--- src/rtl/pipe_ctrl_pkg.sv ---
// Shared definitions for the pipeline sequencer: FSM encodings, parameter
// defaults and the per-stage control word.
package pipe_ctrl_pkg;

   localparam int unsigned STATE_W              = 2;
   localparam int unsigned CD_W                 = 4;   // countdown width, covers 1..15
   localparam int unsigned RST_STALL_CYCLES_DEF = 2;
   localparam int unsigned CNT_W_DEF            = 16;

   localparam logic [1:0] S_RESET    = 2'd0;
   localparam logic [1:0] S_RUN      = 2'd1;
   localparam logic [1:0] S_MEM_WAIT = 2'd2;

   // Per-stage control word driven to the datapath
   typedef struct packed {
      logic rst_stall;
      logic pc_en;
      logic if_id_en;
      logic if_id_flush;
      logic id_ex_en;
      logic id_ex_bubble;
      logic ex_mem_en;
      logic mem_wb_en;
      logic mem_wb_bubble;
   } stage_ctrl_t;

   localparam stage_ctrl_t CTRL_RESET = '{
      rst_stall: 1'b1, pc_en: 1'b0, if_id_en: 1'b0, if_id_flush: 1'b1,
      id_ex_en: 1'b1, id_ex_bubble: 1'b1, ex_mem_en: 1'b1, mem_wb_en: 1'b1,
      mem_wb_bubble: 1'b0};

   localparam stage_ctrl_t CTRL_RUN = '{
      rst_stall: 1'b0, pc_en: 1'b1, if_id_en: 1'b1, if_id_flush: 1'b0,
      id_ex_en: 1'b1, id_ex_bubble: 1'b0, ex_mem_en: 1'b1, mem_wb_en: 1'b1,
      mem_wb_bubble: 1'b0};

endpackage

--- src/rtl/pipe_ctrl_if.sv ---
// Request/control bundle between the core and the pipeline sequencer.
//   master: core side, drives stall/redirect/memory-ready requests
//   slave : pipe_ctrl side, drives stage enables, flushes, bubbles and debug
interface pipe_ctrl_if #(parameter int unsigned CNT_W = 16);

   logic             i_load_use_stall;
   logic             i_id_redirect;
   logic             i_imem_ready;
   logic             i_dmem_req;
   logic             i_dmem_ready;
   logic             o_rst_stall;
   logic             o_pc_en;
   logic             o_if_id_en;
   logic             o_if_id_flush;
   logic             o_id_ex_en;
   logic             o_id_ex_bubble;
   logic             o_ex_mem_en;
   logic             o_mem_wb_en;
   logic             o_mem_wb_bubble;
   logic [1:0]       o_state;
   logic [CNT_W-1:0] o_stall_cycles;

   modport master (
      output i_load_use_stall, i_id_redirect, i_imem_ready, i_dmem_req, i_dmem_ready,
      input  o_rst_stall, o_pc_en, o_if_id_en, o_if_id_flush, o_id_ex_en,
             o_id_ex_bubble, o_ex_mem_en, o_mem_wb_en, o_mem_wb_bubble,
             o_state, o_stall_cycles
   );

   modport slave (
      input  i_load_use_stall, i_id_redirect, i_imem_ready, i_dmem_req, i_dmem_ready,
      output o_rst_stall, o_pc_en, o_if_id_en, o_if_id_flush, o_id_ex_en,
             o_id_ex_bubble, o_ex_mem_en, o_mem_wb_en, o_mem_wb_bubble,
             o_state, o_stall_cycles
   );

endinterface

--- src/rtl/pipe_ctrl_sat_counter.sv ---
// Saturating up-counter with asynchronous clear.
//   i_clk, i_rst : clock, async active-high clear
//   i_inc        : count this cycle
//   o_count      : current value, sticks at all-ones
module sat_counter #(
   parameter int unsigned W = 16
) (
   input  logic         i_clk,
   input  logic         i_rst,
   input  logic         i_inc,
   output logic [W-1:0] o_count
);

   logic [W-1:0] count_q, count_d;

   // Increment unless already at all-ones
   always_comb begin
      count_d = count_q;
      if (i_inc && (count_q != {W{1'b1}})) begin
         count_d = count_q + W'(1);
      end
   end

   always_ff @(posedge i_clk or posedge i_rst) begin
      if (i_rst) count_q <= '0;
      else       count_q <= count_d;
   end

   assign o_count = count_q;

endmodule

--- src/rtl/pipe_ctrl.sv ---
// Central pipeline sequencer: turns stall/redirect/memory handshakes into
// per-stage enable, flush and bubble controls, holds the pipeline after
// reset and counts stall cycles.
//   i_clk, i_rst : core clock, async active-high reset
//   bus          : request inputs and stage-control outputs (pipe_ctrl_if.slave)
module pipe_ctrl
   import pipe_ctrl_pkg::*;
#(
   parameter int unsigned RST_STALL_CYCLES = RST_STALL_CYCLES_DEF,
   parameter int unsigned CNT_W            = CNT_W_DEF
) (
   input  logic        i_clk,
   input  logic        i_rst,
   pipe_ctrl_if.slave  bus
);

   localparam logic [CD_W-1:0] CD_INIT = CD_W'(RST_STALL_CYCLES - 1);

   logic [STATE_W-1:0] state_q, state_d;
   logic [CD_W-1:0]    cd_q, cd_d;
   stage_ctrl_t        ctrl;
   logic               freeze;
   logic               stall_inc;

   assign freeze = bus.i_dmem_req & ~bus.i_dmem_ready;

   // State and post-reset countdown registers
   always_ff @(posedge i_clk or posedge i_rst) begin
      if (i_rst) begin
         state_q <= S_RESET;
         cd_q    <= CD_INIT;
      end else begin
         state_q <= state_d;
         cd_q    <= cd_d;
      end
   end

   // Next state and stage controls; priority freeze > load-use > redirect > imem-wait
   always_comb begin
      state_d = state_q;
      cd_d    = cd_q;
      ctrl    = CTRL_RESET;
      case (state_q)
         S_RESET: begin
            if (cd_q == '0) state_d = S_RUN;
            else            cd_d    = cd_q - CD_W'(1);
         end
         S_RUN, S_MEM_WAIT: begin
            ctrl    = CTRL_RUN;
            state_d = S_RUN;
            if (freeze) begin
               ctrl.pc_en         = 1'b0;
               ctrl.if_id_en      = 1'b0;
               ctrl.id_ex_en      = 1'b0;
               ctrl.ex_mem_en     = 1'b0;
               ctrl.mem_wb_en     = 1'b0;
               ctrl.mem_wb_bubble = 1'b1;
               state_d            = S_MEM_WAIT;
            end else if (bus.i_load_use_stall) begin
               // Redirect is ignored: a branch on a pending load is unresolved
               ctrl.pc_en        = 1'b0;
               ctrl.if_id_en     = 1'b0;
               ctrl.id_ex_bubble = 1'b1;
            end else if (bus.i_id_redirect) begin
               // PC takes the target even without imem data; wrong path is dropped
               ctrl.if_id_flush = 1'b1;
            end else if (!bus.i_imem_ready) begin
               ctrl.pc_en       = 1'b0;
               ctrl.if_id_flush = 1'b1;
            end
         end
         default: begin
            state_d = S_RESET;
            cd_d    = CD_INIT;
         end
      endcase
   end

   assign bus.o_rst_stall     = ctrl.rst_stall;
   assign bus.o_pc_en         = ctrl.pc_en;
   assign bus.o_if_id_en      = ctrl.if_id_en;
   assign bus.o_if_id_flush   = ctrl.if_id_flush;
   assign bus.o_id_ex_en      = ctrl.id_ex_en;
   assign bus.o_id_ex_bubble  = ctrl.id_ex_bubble;
   assign bus.o_ex_mem_en     = ctrl.ex_mem_en;
   assign bus.o_mem_wb_en     = ctrl.mem_wb_en;
   assign bus.o_mem_wb_bubble = ctrl.mem_wb_bubble;
   assign bus.o_state         = state_q;

   assign stall_inc = (state_q != S_RESET) & ~ctrl.pc_en;

   sat_counter #(.W(CNT_W)) u_stall_cnt (
      .i_clk   (i_clk),
      .i_rst   (i_rst),
      .i_inc   (stall_inc),
      .o_count (bus.o_stall_cycles)
   );

endmodule
--- src/flat_wrapper.sv ---
// flat-port wrapper written by rule: the top's interface ports become plain ports
module pipe_ctrl_flat import pipe_ctrl_pkg::*;
#(
   parameter int unsigned RST_STALL_CYCLES = RST_STALL_CYCLES_DEF,
   parameter int unsigned CNT_W            = CNT_W_DEF
)
  (i_clk, i_rst, bus_i_load_use_stall, bus_i_id_redirect, bus_i_imem_ready, bus_i_dmem_req, bus_i_dmem_ready, bus_o_rst_stall, bus_o_pc_en, bus_o_if_id_en, bus_o_if_id_flush, bus_o_id_ex_en, bus_o_id_ex_bubble, bus_o_ex_mem_en, bus_o_mem_wb_en, bus_o_mem_wb_bubble, bus_o_state, bus_o_stall_cycles);
  pipe_ctrl_if #(.CNT_W(CNT_W)) bus_i ();
  input  logic i_clk;
  input  logic i_rst;
  input wire logic [$bits(bus_i.i_load_use_stall)-1:0] bus_i_load_use_stall;
  input wire logic [$bits(bus_i.i_id_redirect)-1:0] bus_i_id_redirect;
  input wire logic [$bits(bus_i.i_imem_ready)-1:0] bus_i_imem_ready;
  input wire logic [$bits(bus_i.i_dmem_req)-1:0] bus_i_dmem_req;
  input wire logic [$bits(bus_i.i_dmem_ready)-1:0] bus_i_dmem_ready;
  output wire logic [$bits(bus_i.o_rst_stall)-1:0] bus_o_rst_stall;
  output wire logic [$bits(bus_i.o_pc_en)-1:0] bus_o_pc_en;
  output wire logic [$bits(bus_i.o_if_id_en)-1:0] bus_o_if_id_en;
  output wire logic [$bits(bus_i.o_if_id_flush)-1:0] bus_o_if_id_flush;
  output wire logic [$bits(bus_i.o_id_ex_en)-1:0] bus_o_id_ex_en;
  output wire logic [$bits(bus_i.o_id_ex_bubble)-1:0] bus_o_id_ex_bubble;
  output wire logic [$bits(bus_i.o_ex_mem_en)-1:0] bus_o_ex_mem_en;
  output wire logic [$bits(bus_i.o_mem_wb_en)-1:0] bus_o_mem_wb_en;
  output wire logic [$bits(bus_i.o_mem_wb_bubble)-1:0] bus_o_mem_wb_bubble;
  output wire logic [$bits(bus_i.o_state)-1:0] bus_o_state;
  output wire logic [$bits(bus_i.o_stall_cycles)-1:0] bus_o_stall_cycles;
  assign bus_i.i_load_use_stall = bus_i_load_use_stall;
  assign bus_i.i_id_redirect = bus_i_id_redirect;
  assign bus_i.i_imem_ready = bus_i_imem_ready;
  assign bus_i.i_dmem_req = bus_i_dmem_req;
  assign bus_i.i_dmem_ready = bus_i_dmem_ready;
  assign bus_o_rst_stall = bus_i.o_rst_stall;
  assign bus_o_pc_en = bus_i.o_pc_en;
  assign bus_o_if_id_en = bus_i.o_if_id_en;
  assign bus_o_if_id_flush = bus_i.o_if_id_flush;
  assign bus_o_id_ex_en = bus_i.o_id_ex_en;
  assign bus_o_id_ex_bubble = bus_i.o_id_ex_bubble;
  assign bus_o_ex_mem_en = bus_i.o_ex_mem_en;
  assign bus_o_mem_wb_en = bus_i.o_mem_wb_en;
  assign bus_o_mem_wb_bubble = bus_i.o_mem_wb_bubble;
  assign bus_o_state = bus_i.o_state;
  assign bus_o_stall_cycles = bus_i.o_stall_cycles;
  pipe_ctrl #(.RST_STALL_CYCLES(RST_STALL_CYCLES), .CNT_W(CNT_W)) u_core (.i_clk(i_clk), .i_rst(i_rst), .bus(bus_i));
endmodule
--- config.mk ---
export PLATFORM = sky130hd
export DESIGN_NAME = pipe_ctrl_flat
export DESIGN_NICKNAME = d
export VERILOG_FILES = /design/src/rtl/pipe_ctrl_pkg.sv /design/src/rtl/pipe_ctrl_if.sv /design/src/rtl/pipe_ctrl_sat_counter.sv /design/src/rtl/pipe_ctrl.sv /design/src/flat_wrapper.sv
export SDC_FILE = /design/constraint.sdc
export NUM_CORES = 1
export LEC_CHECK = 0
export BUFFER_PORTS_ARGS = -buffer_cell sky130_fd_sc_hd__buf_4
export CAP_MARGIN = 20
export CORE_MARGIN = 3
export CORE_UTILIZATION = 40
export CTS_CLUSTER_SIZE = 24
export DETAILED_ROUTE_END_ITERATION = 6
export PLACE_DENSITY = 0.6
export SYNTH_ARGS = -nofsm -noshare
export SYNTH_HDL_FRONTEND = slang
export SYNTH_HIERARCHICAL = 1
export SYNTH_SLANG_ARGS = --single-unit
--- constraint.sdc ---
create_clock -name i_clk -period 2.5 [get_ports i_clk]
set_input_delay 0.5 -clock i_clk [delete_from_list [all_inputs] [get_ports i_clk]]
set_output_delay 0.5 -clock i_clk [all_outputs]
set_load 0.03 [all_outputs]
==> impl_metrics.yaml <==
status:
  status: "finished clean"
floorplan:
  core_area_um2: 2900
  dieArea_um2: 3900
  dieWidth_um: 62.5
  rows: 19
  io_pins: 34
  start_util_pct: 44.0
  dieHeight_um: 62.5
yosys:
  async_reset_ff_share_pct: 100
  synthesis.nets: 135
  synthAdderAreaFrac_pct: 4.91
  ys_seq_area_share_pct: 43.3
  synthesis.instances: 123
  yosysWarnings: 6
  synthMuxAreaShare_pct: 5.30
  ys_types: 37
  syn-cell-area_um2: 1270
  avgSynthCellArea_um2: 10.4
  synth_top_family_by_area: "simple AND/OR/NAND/NOR gates"
  synth-seq-cells: 22
  synth_edf_count: 0
  synth_ff_type: "dfrtp_1"
  synth_compound_area_share_pct: 5.89
  synth_xor_area_share_pct: 7.56
  synthSimpleGateAreaFrac_pct: 28.9
detailed_routing:
  dr_total_vias: 1008
  postRouteAntennaNets: 0
  via_per_inst: 5.04
  dr.pass1.iters: 4
  drt_iter0_drc: 32
  wl_per_cell_um: 13.2
  drc: 0
  wl_um: 2630
worst_setup_path:
  critPathSlowestCell: "dfrtp_2"
  cp_num_cells: 5
  critical_path.endpoint: "bus_o_pc_en"
  arrival_ps: 1790
  rr_worst_depth: 9
  crit_type: "register to output port"
  critPathLaunch: "u_core/bus.o_state[1]$_DFFE_PP0P_"
  cp_max_fo: 7
  r2r_start: "u_core/bus.o_state[0]$_DFFE_PP0P_"
  critPathTopFamily: "flip-flops"
  crit_required_ps: 2000
  r2r_slack_ps: 230
  worst-path-buf-inv: 3
  cp-end-kind: "output port"
  cp-start-kind: "register"
  path_cells: "inv_1 > ha_1 > inv_2 > nor4_4 > buf_4"
  reg2reg_to: "u_core/u_stall_cnt/o_count[14]$_DFFE_PP0P_"
  slowest_delay_ps: 400
power_and_ir_drop:
  powerDensity_nw_per_um2: 1220
  p_leak_nw: 0.799
  ir_worst_vdd_uv: 699
cts:
  cts_buffers: 3
  cts_tree: "done"
  cts_root_buf: "clkbuf_4"
  post_cts_buffers: 0
  path_clk_slew_ps: 140
  clkLatencyLatePin_ps: 320
  hold_buffers: 0
  cts_sinks: 22
  clk_path_buf_depth: 2
  cts_max_level: 1
  ctsResizeCount: 0
grt:
  track_usage_pct: 15.3
  grt_max_degree: 17
  antenna_found_initial: 0
  grt_pass1_vias: 1076
  grt_overflow: 0
  grt_pass1_wl_um: 4880
final_layout:
  final_layout_size_suffix_gt1_share_pct: 33.5
  diodes: 0
  area_growth_pct: 26.9
  instances_no_fill: 200
  final_nets: 171
sta:
  fmax_mhz: 437
  relSlewSlack_pct: 59.6
  finalCriticalPeriod_ps: 2290
  finClkSkew_ps: 16.9
  fin_tns_setup_ps: 0
  hold_viol_final: 0
  grt_setup_unrepaired: "false"
  setup_viol: 0
  tightestPinTransition_ps: 606
  finalMaxSlewViolations: 0
  post-route-period-util_pct: 91.5
placed_design:
  portBuffers: 33
  gp_congestion: 0.714
  dp_cells: 196
  dp.final_hpwl_um: 2060
hold_path:
  hold_class: "input pin to asynchronous set/reset pin"
flow_run:
  drv_cap: 0
worst min-delay path by stage:
stage	from	endpoint	slack (ps)
after global routing	i_rst	u_core/cd_q[1]$_DFFE_PP0P_	80
after floorplan	i_rst	u_core/cd_q[1]$_DFFE_PP0P_	290
after detailed placement	i_rst	u_core/cd_q[1]$_DFFE_PP0P_	450
after CTS	i_rst	u_core/cd_q[1]$_DFFE_PP0P_	90
final	i_rst	u_core/cd_q[1]$_DFFE_PP0P_	80
after global placement	i_rst	u_core/cd_q[2]$_DFFE_PP0P_	450
cell usage in the layout (no fill, tap or decap), types with 2 or more instances in the layout:
| cell type | synthesis | routed |
|---|---|---|
| a21oi_1 | 3 | 3 |
| and2b_1 | 2 | 2 |
| and3_1 | 4 | 4 |
| and4_1 | 3 | 3 |
| buf_4 | 2 | 33 |
| clkbuf_4 | 0 | 3 |
| dfrtp_1 | 21 | 19 |
| dfrtp_2 | 0 | 2 |
| ha_1 | 5 | 5 |
| inv_1 | 9 | 9 |
| mux2_2 | 2 | 2 |
| mux2i_1 | 3 | 3 |
| nand2_1 | 10 | 10 |
| nand2b_1 | 3 | 3 |
| nand3_1 | 8 | 8 |
| nand4_1 | 5 | 5 |
| nor2_1 | 5 | 4 |
| nor2b_1 | 2 | 2 |
| nor3_1 | 2 | 2 |
| nor4_4 | 2 | 2 |
| o21ai_0 | 3 | 3 |
| o22ai_1 | 2 | 2 |
| xnor2_1 | 11 | 11 |
state kept, by name (all words and copies together) (netlist names):
name,flops
u_core/cd_q,4
u_core/bus.o_state,2
u_core/u_stall_cnt/o_count,16
cells in the mapped netlist (all sizes together) (2+ instances only):
cell type	number	area (µm²)
nand3	8	40.0
nand2	11	43.8
nor2b	2	12.5
o21ai	3	15.0
o22ai	2	12.5
and4	4	36.3
and2b	2	15.0
nor2	5	18.8
nand4	7	65.1
nor3	2	10.0
mux2	3	37.5
xnor2	11	96.3
inv	10	37.5
nor4	3	48.8
ha	5	62.6
nand2b	3	18.8
mux2i	3	30.0
dfrtp	21	526
buf	2	15.0
a21oi	3	15.0
and3	5	32.5
metrics by stage:
stage                     util, %  setup WS (ps)  total power (W)  area, µm²  hold slack (ps)
after CTS                    55.8            202          0.00198       1620             87.1
final                        55.8            213          0.00197       1620             84.3
after detailed placement     54.0            242          0.00170       1570              453
after global routing         55.8           24.9          0.00211       1620             83.6
after floorplan                 -           26.1          0.00137       1280              290
after global placement       54.0            319          0.00169       1570              448
cell families after synthesis:
logic type / count (synthesis)
xor gates and xnor gates: 11
buffers and inverters: 12
muxes: 6
AOI/OAI and AO/OA: 12
and+or+nand+nor: 55
DFF: 22
adders and majority gates: 5
area by class of cell:
type / instances / area (µm²)
multi-input combinational: 89 / 673
sequential: 22 / 554
fill: 277 / 1280
timing repair buffer: 33 / 248
inverter: 10 / 37.5
clock buffer: 3 / 22.5
clock inverter: 1 / 30.0
tap: 42 / 52.6
worst register-to-register path: stages, from the launching register on:
cell and delay [ps]:
dfrtp_2 400, inv_1 60, ha_1 380, inv_2 150, nor4_4 70, nor2_2 210
and4_1 300, nand3_1 140, nor2_1 150, mux2_2 340
per-layer routing:
layer | track usage (%) | vias up | part of all wire, %
met1 | 20.9 | 488 | 49
li1 | - | 502 | -
met5 | 0 | - | 0
met4 | 3.31 | 0 | 0.72
met3 | 4.32 | 2 | 4.0
met2 | 24.0 | 16 | 46
power breakdown:
part	internal [W]	switching [W]	leakage (nW)
clock	0.000162	0.000117	0.0279
combinational	0.000453	0.000667	0.487
sequential	0.000460	0.000110	0.285
No activity file was read; power rests on OpenSTA's default activity.
